$ cat src/rtl/ft600_pkg.sv
// Shared types and constants for the FT600 device-side responder.
package ft600_pkg;

  localparam int DEFAULT_DATA_WIDTH = 16;

  typedef enum logic [1:0] {
    IDLE  = 2'd0,
    TURN  = 2'd1,
    DRIVE = 2'd2
  } bus_state_t;

  localparam int ERR_RD_EMPTY   = 0;
  localparam int ERR_WR_FULL    = 1;
  localparam int ERR_CONTENTION = 2;
  localparam int ERR_RD_NO_OE   = 3;

endpackage

$ cat src/rtl/ft600_sync_fifo.sv
// First-word-fall-through FIFO: head is valid whenever count != 0.
// A push while full or a pop while empty is ignored; push+pop together keeps count.
module ft600_sync_fifo #(
  parameter int WIDTH = 16,
  parameter int DEPTH = 16
) (
  input  logic                     clk,
  input  logic                     rst,
  input  logic                     push,
  input  logic [WIDTH-1:0]         push_data,
  input  logic                     pop,
  output logic [WIDTH-1:0]         head,
  output logic [$clog2(DEPTH):0]   count,
  output logic                     full,
  output logic                     empty
);

  localparam int AW = $clog2(DEPTH);
  localparam logic [AW:0] FULL_CNT = (AW+1)'(DEPTH);

  logic [WIDTH-1:0] mem [DEPTH];
  logic [AW-1:0]    wr_ptr;
  logic [AW-1:0]    rd_ptr;
  logic             do_push;
  logic             do_pop;

  assign full    = (count == FULL_CNT);
  assign empty   = (count == '0);
  assign do_push = push && !full;
  assign do_pop  = pop && !empty;
  assign head    = mem[rd_ptr];

  // Storage is deliberately left out of reset.
  always_ff @(posedge clk) begin
    if (do_push) mem[wr_ptr] <= push_data;
  end

  always_ff @(posedge clk) begin
    if (rst) begin
      wr_ptr <= '0;
      rd_ptr <= '0;
      count  <= '0;
    end else begin
      if (do_push) wr_ptr <= wr_ptr + 1'b1;
      if (do_pop)  rd_ptr <= rd_ptr + 1'b1;
      case ({do_push, do_pop})
        2'b10:   count <= count + 1'b1;
        2'b01:   count <= count - 1'b1;
        default: count <= count;
      endcase
    end
  end

endmodule

$ cat src/rtl/ft600_chip_responder.sv
// FT600 device side of the 245 sync FIFO bus, backed by host-fed RX/TX FIFOs.
// Flags are registered-count based; host_in_ready drops at full with no same-cycle bypass.
module ft600_chip_responder
  import ft600_pkg::*;
#(
  parameter int DATA_WIDTH = DEFAULT_DATA_WIDTH,
  parameter int DEPTH      = 16
) (
  input  logic                    CLK,
  input  logic                    RST,
  output logic                    usb_rxf,
  output logic                    usb_txe,
  input  logic                    usb_oe_n,
  input  logic                    usb_rd_n,
  input  logic                    usb_wr_n,
  input  logic [DATA_WIDTH-1:0]   usb_ad_i,
  output logic [DATA_WIDTH-1:0]   usb_ad_o,
  output logic                    usb_ad_oe,
  input  logic                    host_in_valid,
  output logic                    host_in_ready,
  input  logic [DATA_WIDTH-1:0]   host_in_data,
  output logic                    host_out_valid,
  input  logic                    host_out_ready,
  output logic [DATA_WIDTH-1:0]   host_out_data,
  output logic [$clog2(DEPTH):0]  rx_level,
  output logic [$clog2(DEPTH):0]  tx_level,
  output logic [3:0]              err,
  input  logic                    err_clear
);

  bus_state_t            state;
  logic [DATA_WIDTH-1:0] rx_head;
  logic                  rx_full, rx_empty, tx_full, tx_empty;
  logic                  rx_pop;
  logic [3:0]            err_new;

  assign rx_pop = (state == DRIVE) && !usb_rd_n && !rx_empty;

  ft600_sync_fifo #(.WIDTH(DATA_WIDTH), .DEPTH(DEPTH)) u_rx_fifo (
    .clk       (CLK),
    .rst       (RST),
    .push      (host_in_valid),
    .push_data (host_in_data),
    .pop       (rx_pop),
    .head      (rx_head),
    .count     (rx_level),
    .full      (rx_full),
    .empty     (rx_empty)
  );

  ft600_sync_fifo #(.WIDTH(DATA_WIDTH), .DEPTH(DEPTH)) u_tx_fifo (
    .clk       (CLK),
    .rst       (RST),
    .push      (!usb_wr_n),
    .push_data (usb_ad_i),
    .pop       (host_out_ready),
    .head      (host_out_data),
    .count     (tx_level),
    .full      (tx_full),
    .empty     (tx_empty)
  );

  assign usb_rxf        = rx_empty;
  assign usb_txe        = tx_full;
  assign host_in_ready  = !rx_full;
  assign host_out_valid = !tx_empty;
  assign usb_ad_o       = usb_ad_oe ? rx_head : '0;

  // One dead cycle (TURN) before the responder takes the bus.
  always_ff @(posedge CLK) begin
    if (RST) begin
      state     <= IDLE;
      usb_ad_oe <= 1'b0;
    end else begin
      case (state)
        IDLE: begin
          usb_ad_oe <= 1'b0;
          if (!usb_oe_n) state <= TURN;
        end
        TURN: begin
          if (!usb_oe_n) begin
            state     <= DRIVE;
            usb_ad_oe <= 1'b1;
          end else begin
            state     <= IDLE;
            usb_ad_oe <= 1'b0;
          end
        end
        DRIVE: begin
          if (usb_oe_n) begin
            state     <= IDLE;
            usb_ad_oe <= 1'b0;
          end
        end
        default: begin
          state     <= IDLE;
          usb_ad_oe <= 1'b0;
        end
      endcase
    end
  end

  always_comb begin
    err_new                 = '0;
    err_new[ERR_RD_EMPTY]   = (state == DRIVE) && !usb_rd_n && rx_empty;
    err_new[ERR_WR_FULL]    = !usb_wr_n && tx_full;
    err_new[ERR_CONTENTION] = !usb_wr_n && usb_ad_oe;
    err_new[ERR_RD_NO_OE]   = !usb_rd_n && usb_oe_n;
  end

  // A clear coinciding with a fresh error keeps that error's bit set.
  always_ff @(posedge CLK) begin
    if (RST)            err <= '0;
    else if (err_clear) err <= err_new;
    else                err <= err | err_new;
  end

endmodule
$ cat config.mk
export PLATFORM = sky130hd
export DESIGN_NAME = ft600_chip_responder
export DESIGN_NICKNAME = d
export VERILOG_FILES = /design/src/rtl/ft600_pkg.sv /design/src/rtl/ft600_sync_fifo.sv /design/src/rtl/ft600_chip_responder.sv
export SDC_FILE = /design/constraint.sdc
export NUM_CORES = 1
export LEC_CHECK = 0
export ABC_CLOCK_PERIOD_IN_PS = 3400
export BUFFER_PORTS_ARGS = -buffer_cell sky130_fd_sc_hd__buf_4
export CAP_MARGIN = 25
export CORE_MARGIN = 3
export CORE_UTILIZATION = 39
export CTS_BUF_LIST = sky130_fd_sc_hd__clkbuf_4 sky130_fd_sc_hd__clkbuf_8
export DETAILED_ROUTE_END_ITERATION = 12
export GPL_TIMING_DRIVEN = 0
export SYNTH_ARGS = -nofsm -noshare
export SYNTH_HDL_FRONTEND = slang
export SYNTH_SLANG_ARGS = --single-unit
$ cat constraint.sdc
create_clock -name CLK -period 3.4 [get_ports CLK]
set_input_delay 0.17 -clock CLK [delete_from_list [all_inputs] [get_ports CLK]]
set_output_delay 0.17 -clock CLK [all_outputs]
set_load 0.005 [all_outputs]
# Word-level counts from Yosys, hierarchy flattened

Memory sizes are Yosys's and may differ from the RTL's. A register that Yosys moved wholly into a read port is not among the register bits.
Cells that the tools add are included.

Bits of input ports: 40
Logic and storage cells: 71
Memories: 2
Output and inout port bits: 51
Bits in writable memories: 512
Register bits after elaboration: 33

Muxes and demuxes: 19
Reductions and logical operators: 22
Eq/ne operators: 10
Bitwise gates (word level): 1
Add/subtract/negate cells: 8

Memories:

| name          | words | bits a word | rd ports | clocked after memory_dff | write ports | line                  | text |
|---|---|---|---|---|---|---|---|
| u_rx_fifo.mem | 16    | 16          | 1        | 1                        | 1           | ft600_sync_fifo.sv:21 | `logic [WIDTH-1:0] mem [DEPTH];` |
| u_tx_fifo.mem | 16    | 16          | 1        | 1                        | 1           | ft600_sync_fifo.sv:21 |  |

Operators by type and width:

| operator                                          | count |
|---|---|
| 2-to-1 mux 4 bit                                  | 5 |
| one-hot mux 5 bit (2 select lines)                | 2 |
| adder 4 x 1 -> 4 bit (second input constant)      | 4 |
| 2-to-1 mux 16 bit                                 | 1 |
| adder 5 x 1 -> 5 bit (second input constant)      | 2 |
| == test 5 bit (second input constant)             | 2 |
| logical AND 1 bit                                 | 10 |
| zero test 5 bit                                   | 2 |
| subtractor 5 x 1 -> 5 bit (second input constant) | 2 |
| == test 2 x 1 -> 1 bit (second input constant)    | 3 |
| == test 2 bit (second input constant)             | 3 |
| zero test 1 bit                                   | 6 |
| 2-to-1 mux 1 bit                                  | 6 |
| 2-to-1 mux 2 bit                                  | 3 |
| one-hot mux 2 bit (3 select lines)                | 1 |
| != test 2 bit (second input constant)             | 2 |
| OR 4 bit                                          | 1 |
| nonzero test 2 bit                                | 2 |
| zero test 2 bit                                   | 1 |
| one-hot mux 1 bit (2 select lines)                | 1 |
| AND reduction 2 bit                               | 1 |

# Longest topological paths before layout

Word-level depth: 6
Depth in mapped cells: 12
Mapped depth without buffers: 10

# Hierarchy

A second synthesis with hierarchy kept.

Cell total of the unflattened synthesis: 1010
Area total of the unflattened synthesis: 21951.1 um2

Modules (own cells, without submodules):

| module               | area each (um2) | times used | seq. area each (um2) | cells an instance |
|---|---|---|---|---|
| ft600_sync_fifo      | 10780.3         | 2          | 8027.7               | 482 |
| ft600_chip_responder | 390.4           | 1          | 140.1                | 46 |

# Least setup slack after synthesis

No wires, ideal clock.

Path type: register to register
Start point: register u_tx_fifo.count[2]
End point: register u_tx_fifo.count[4]
Stages on the path, launching flop included: 13
Path buffers: 2
Library setup time: 82 ps
Required time: 3318 ps
Data arrival time: 2780 ps
Clock period less this slack: 2862 ps
Path slack: 538 ps
Path through: dfxtp_1 -> clkbuf_1 -> or4_1 -> o21ai_2 -> inv_1 -> ha_1 -> clkbuf_1 -> xor2_1 -> ha_1 -> a21oi_1 -> a221o_1 -> a2111o_1 -> o2111ai_1

Word-level cells in the longest chain between the ends: 5
Elaborated cells between the ends (all ways): 12
Those cells by class: 2 x add/sub; 3 x eq/ne; 1 x mux; 6 x reduce/logical

Ends and longest elaborated chain:

| item                                                                            | line                                         | text |
|---|---|---|
| start: declaration                                                              | ft600_sync_fifo.sv:13                        | `output logic [$clog2(DEPTH):0] count,` |
| start signal: assignment                                                        | ft600_sync_fifo.sv:47                        | `2'b10: count <= count + 1'b1;` |
| start signal: assignment                                                        | ft600_sync_fifo.sv:48                        | `2'b01: count <= count - 1'b1;` |
| start signal: assignment                                                        | ft600_sync_fifo.sv:49                        | `default: count <= count;` |
| == test 5 bit / zero test 5 bit (equally long branches)                         | ft600_sync_fifo.sv:27, ft600_sync_fifo.sv:28 |  |
| zero test 1 bit (on tied branches)                                              | ft600_sync_fifo.sv:29, ft600_sync_fifo.sv:30 |  |
| logical AND 1 bit (on tied branches)                                            | ft600_sync_fifo.sv:29, ft600_sync_fifo.sv:30 |  |
| == test 2 x 1 -> 1 bit / == test 2 bit (equally long branches)                  | ft600_sync_fifo.sv:46                        | `case ({do_push, do_pop})` |
| one-hot mux 5 bit (2 select lines) / nonzero test 2 bit (equally long branches) | -                                            |  |

Several ways; a longest one is shown, not always the timed one.
A chain may end at the register's enable or synchronous reset.

==> metrics.yaml <==
hold_slack_ps: 250
arrival_ps: 3060
ys.flop_type: "edfxtp_1"
fmax_ghz: 0.309
multiInputGateArea_um2: 5310
setup_viol: 0
tritoncts: "built"
ff2ff_setup_slack_ps: 260
overflow: 0
post_cts_buffers: 0
tightest_slew_ps: 988
synthMostInstantiatedCell: "edfxtp_1"
place_inst: 1911
skew_ps: 38.4
slew_violations: 0
critPathTopFamily: "buffers and inverters"
fin_cells: 2116
ant_nets: 0
final_hold_viol_count: 0
core_um2: 54600
io_buffers: 90
hold_path.class: "primary input to flop"
grtUsageTotal_pct: 16.7
netlist_area_um2: 21800
cts_sinks: 553
synthTopCellsByCount: "edfxtp_1, mux4_2, nor2_1"
netlist_instances: 1045
antenna_found_initial: 3
drt_pass1_iterations: 5
min_period_ps: 3230
p_leak_nw: 8.58
register_area_um2: 16200
grt_pass1_vias: 11700
yosys-top-cells-area: "edfxtp_1, mux4_2, mux4_1"
wire_per_inst_um: 22.9
grt_pass1_wl_um: 73400
synth_area_per_cell_um2: 20.8
die_y_um: 242
final_nets: 1366
htreeDepth: 3
min_period_over_period_pct: 95.1
synth_cell_types: 53
yosysTopAreaCell: "edfxtp_1"
drive_gt1_share_pct: 31.6
reg2reg_depth: 12
rr_endpoint: "u_tx_fifo.count[4]"
crit_top_cell: "mux4_2"
pin_count: 91
slowest_stage: "buf_1"
crit_path_end_kind: "primary output"
drc: 0
powerDensity_nw_per_um2: 586
via_per_inst: 5.24
syn-num-nets: 1103
cp-endpoint: "host_out_data[12]"
cp_data_required_time_ps: 3230
syn_to_final_growth_pct: 20.6
num_vias: 11100
start_kind: "flop"
r2r-start: "u_tx_fifo.count[2]"
critPathKind: "flop to primary output"
place_hpwl_um: 31700
status: "completed"
synth-seq-cells: 553
crit_chain: "clkbuf_2 > buf_1 > mux4_2 > mux4_2 > buf_4"
worst-path-buf-inv: 3
drt-initial-drc-count: 917
clock_path_buffers: 3
drt_wl_total_um: 48400
worst-path-stages: 5
die_w_um: 242
synthArstFlopShare_pct: 0
slew_headroom_pct: 34.1
start_util_pct: 39.9
grt_max_degree: 17
fp.dieArea_um2: 58700
synth_seq_area_share_pct: 74.4
root_buffer: "clkbuf_8"
cpPeakStageDelay_ps: 690
synth_top_cell_area_share_pct: 70.6
clk_pin_slew_ps: 60
rows: 85
cts_buffers: 93
place_congestion: 0.773
critPathMaxFanout: 10
ir_drop_mv: 0.321
worstSkewPairLatency_ps: 680
synth-edff-count: 512
drv_cap: 0
rsz0062_at_grt: "no"
ys_warn_count: 0
fill_cells: 4499
[power breakdown]
group | internal (mW) | switching, mW
clock | 3.12 | 2.58
sequential | 7.63 | 0.0839
combinational | 0.978 | 0.982
total | 11.7 | 3.65
[layout make-up]
cell class / instances / share of cell area (%)
diodes: 2 / 0.0191
plain buffers: 59 / 1.20
clock buffers: 132 / 6.13
clock inverters: 30 / 0.715
inverters: 17 / 0.243
multi-input cells: 416 / 20.2
flip-flops and latches: 553 / 61.7
well taps: 739 / 3.52
repair buffers: 168 / 6.28
[repair_timing]
item                                    in CTS  in global routing
endpoints found under the setup margin       0                  2
hold buffers                                41                  0
resized for setup                            0                  6
hold endpoints to repair                   543                  0
[worst min-delay path by stage]
| stage | endpoint | slack (ps) | from | cells after the start |
|---|---|---|---|---|
| 2_1_floorplan | state[0] | 250 | usb_oe_n | 1 |
| 3_5_place_dp | usb_ad_oe | 380 | usb_oe_n | 2 |
| 5_1_grt | state[1] | 230 | usb_oe_n | 3 |
| 6_report | usb_ad_oe | 250 | usb_oe_n | 3 |
| 3_3_place_gp | state[1] | 380 | usb_oe_n | 2 |
| 4_1_cts | usb_ad_oe | 170 | usb_oe_n | 3 |
[routing by layer]
layer	track usage, %	vias to the layer above	part of all wire (%)
li1	-	4882	-
met1	22.3	5802	43
met2	27.5	323	50
met3	3.91	80	5.3
met4	5.09	2	2.1
met5	0	-	0.023
[through the flow]
stage               utilization [%]  TNS (ps)  worst slack, ps  instance area (um^2)  power, mW
finish                         48.1         0              166                 26300       15.4
floorplan                         -         0              538                 21800       8.99
global placement               42.8   -138290            -1200                 23400       9.70
CTS                            48.1         0             71.5                 26200       15.5
global route                   48.1         0             36.9                 26300       16.0
detailed placement             44.0         0              226                 24000       9.78
[state kept, by name, indices dropped and copies added, names as in the netlist, 2 cells and up, named ones only]
| name | flops |
|---|---|
| u_rx_fifo.wr_ptr | 4 |
| u_tx_fifo.mem | 256 |
| err | 4 |
| u_rx_fifo.mem | 256 |
| u_tx_fifo.count | 5 |
| state | 2 |
| u_rx_fifo.count | 5 |
| u_rx_fifo.rd_ptr | 4 |
| u_tx_fifo.wr_ptr | 4 |
| u_tx_fifo.rd_ptr | 4 |
[worst reg2reg max path, stage by stage (launching register included)]
cell	delay, ps
dfxtp_1	320
clkbuf_1	220
or4_4	570
o21ai_2	220
inv_1	90
ha_1	210
clkbuf_1	200
xor2_1	180
ha_1	180
a21oi_1	60
a221o_1	340
a2111o_1	390
o2111ai_1	70
[placed cells by master, fill, tap and decap left out, types with 24 or more instances in the layout]
cell type / count
nor2_1: 30
mux4_1: 39
clkbuf_4: 33
mux2i_1: 38
mux4_2: 101
buf_4: 94
clkbuf_1: 27
nand2_1: 29
nor2_2: 24
edfxtp_1: 512
dfxtp_1: 41
dlygate4sd3_1: 41
clkbuf_8: 99
[cell families (layout without fill, tap and decap cells)]
| kind of cell | count (synthesis) | in the layout | share of synthesized area [%] |
|---|---|---|---|
| mux | 178 | 178 | 16.9 |
| xor+xnor | 19 | 19 | 0.765 |
| flops | 553 | 553 | 74.4 |
| simple gates | 138 | 138 | 3.02 |
| buf+inv | 76 | 406 | 1.74 |
| compound gates | 63 | 63 | 2.12 |
| other cells | 0 | 2 | 0 |
| fa+ha+maj | 18 | 18 | 1.03 |
Power figures use the tool's default switching activity.
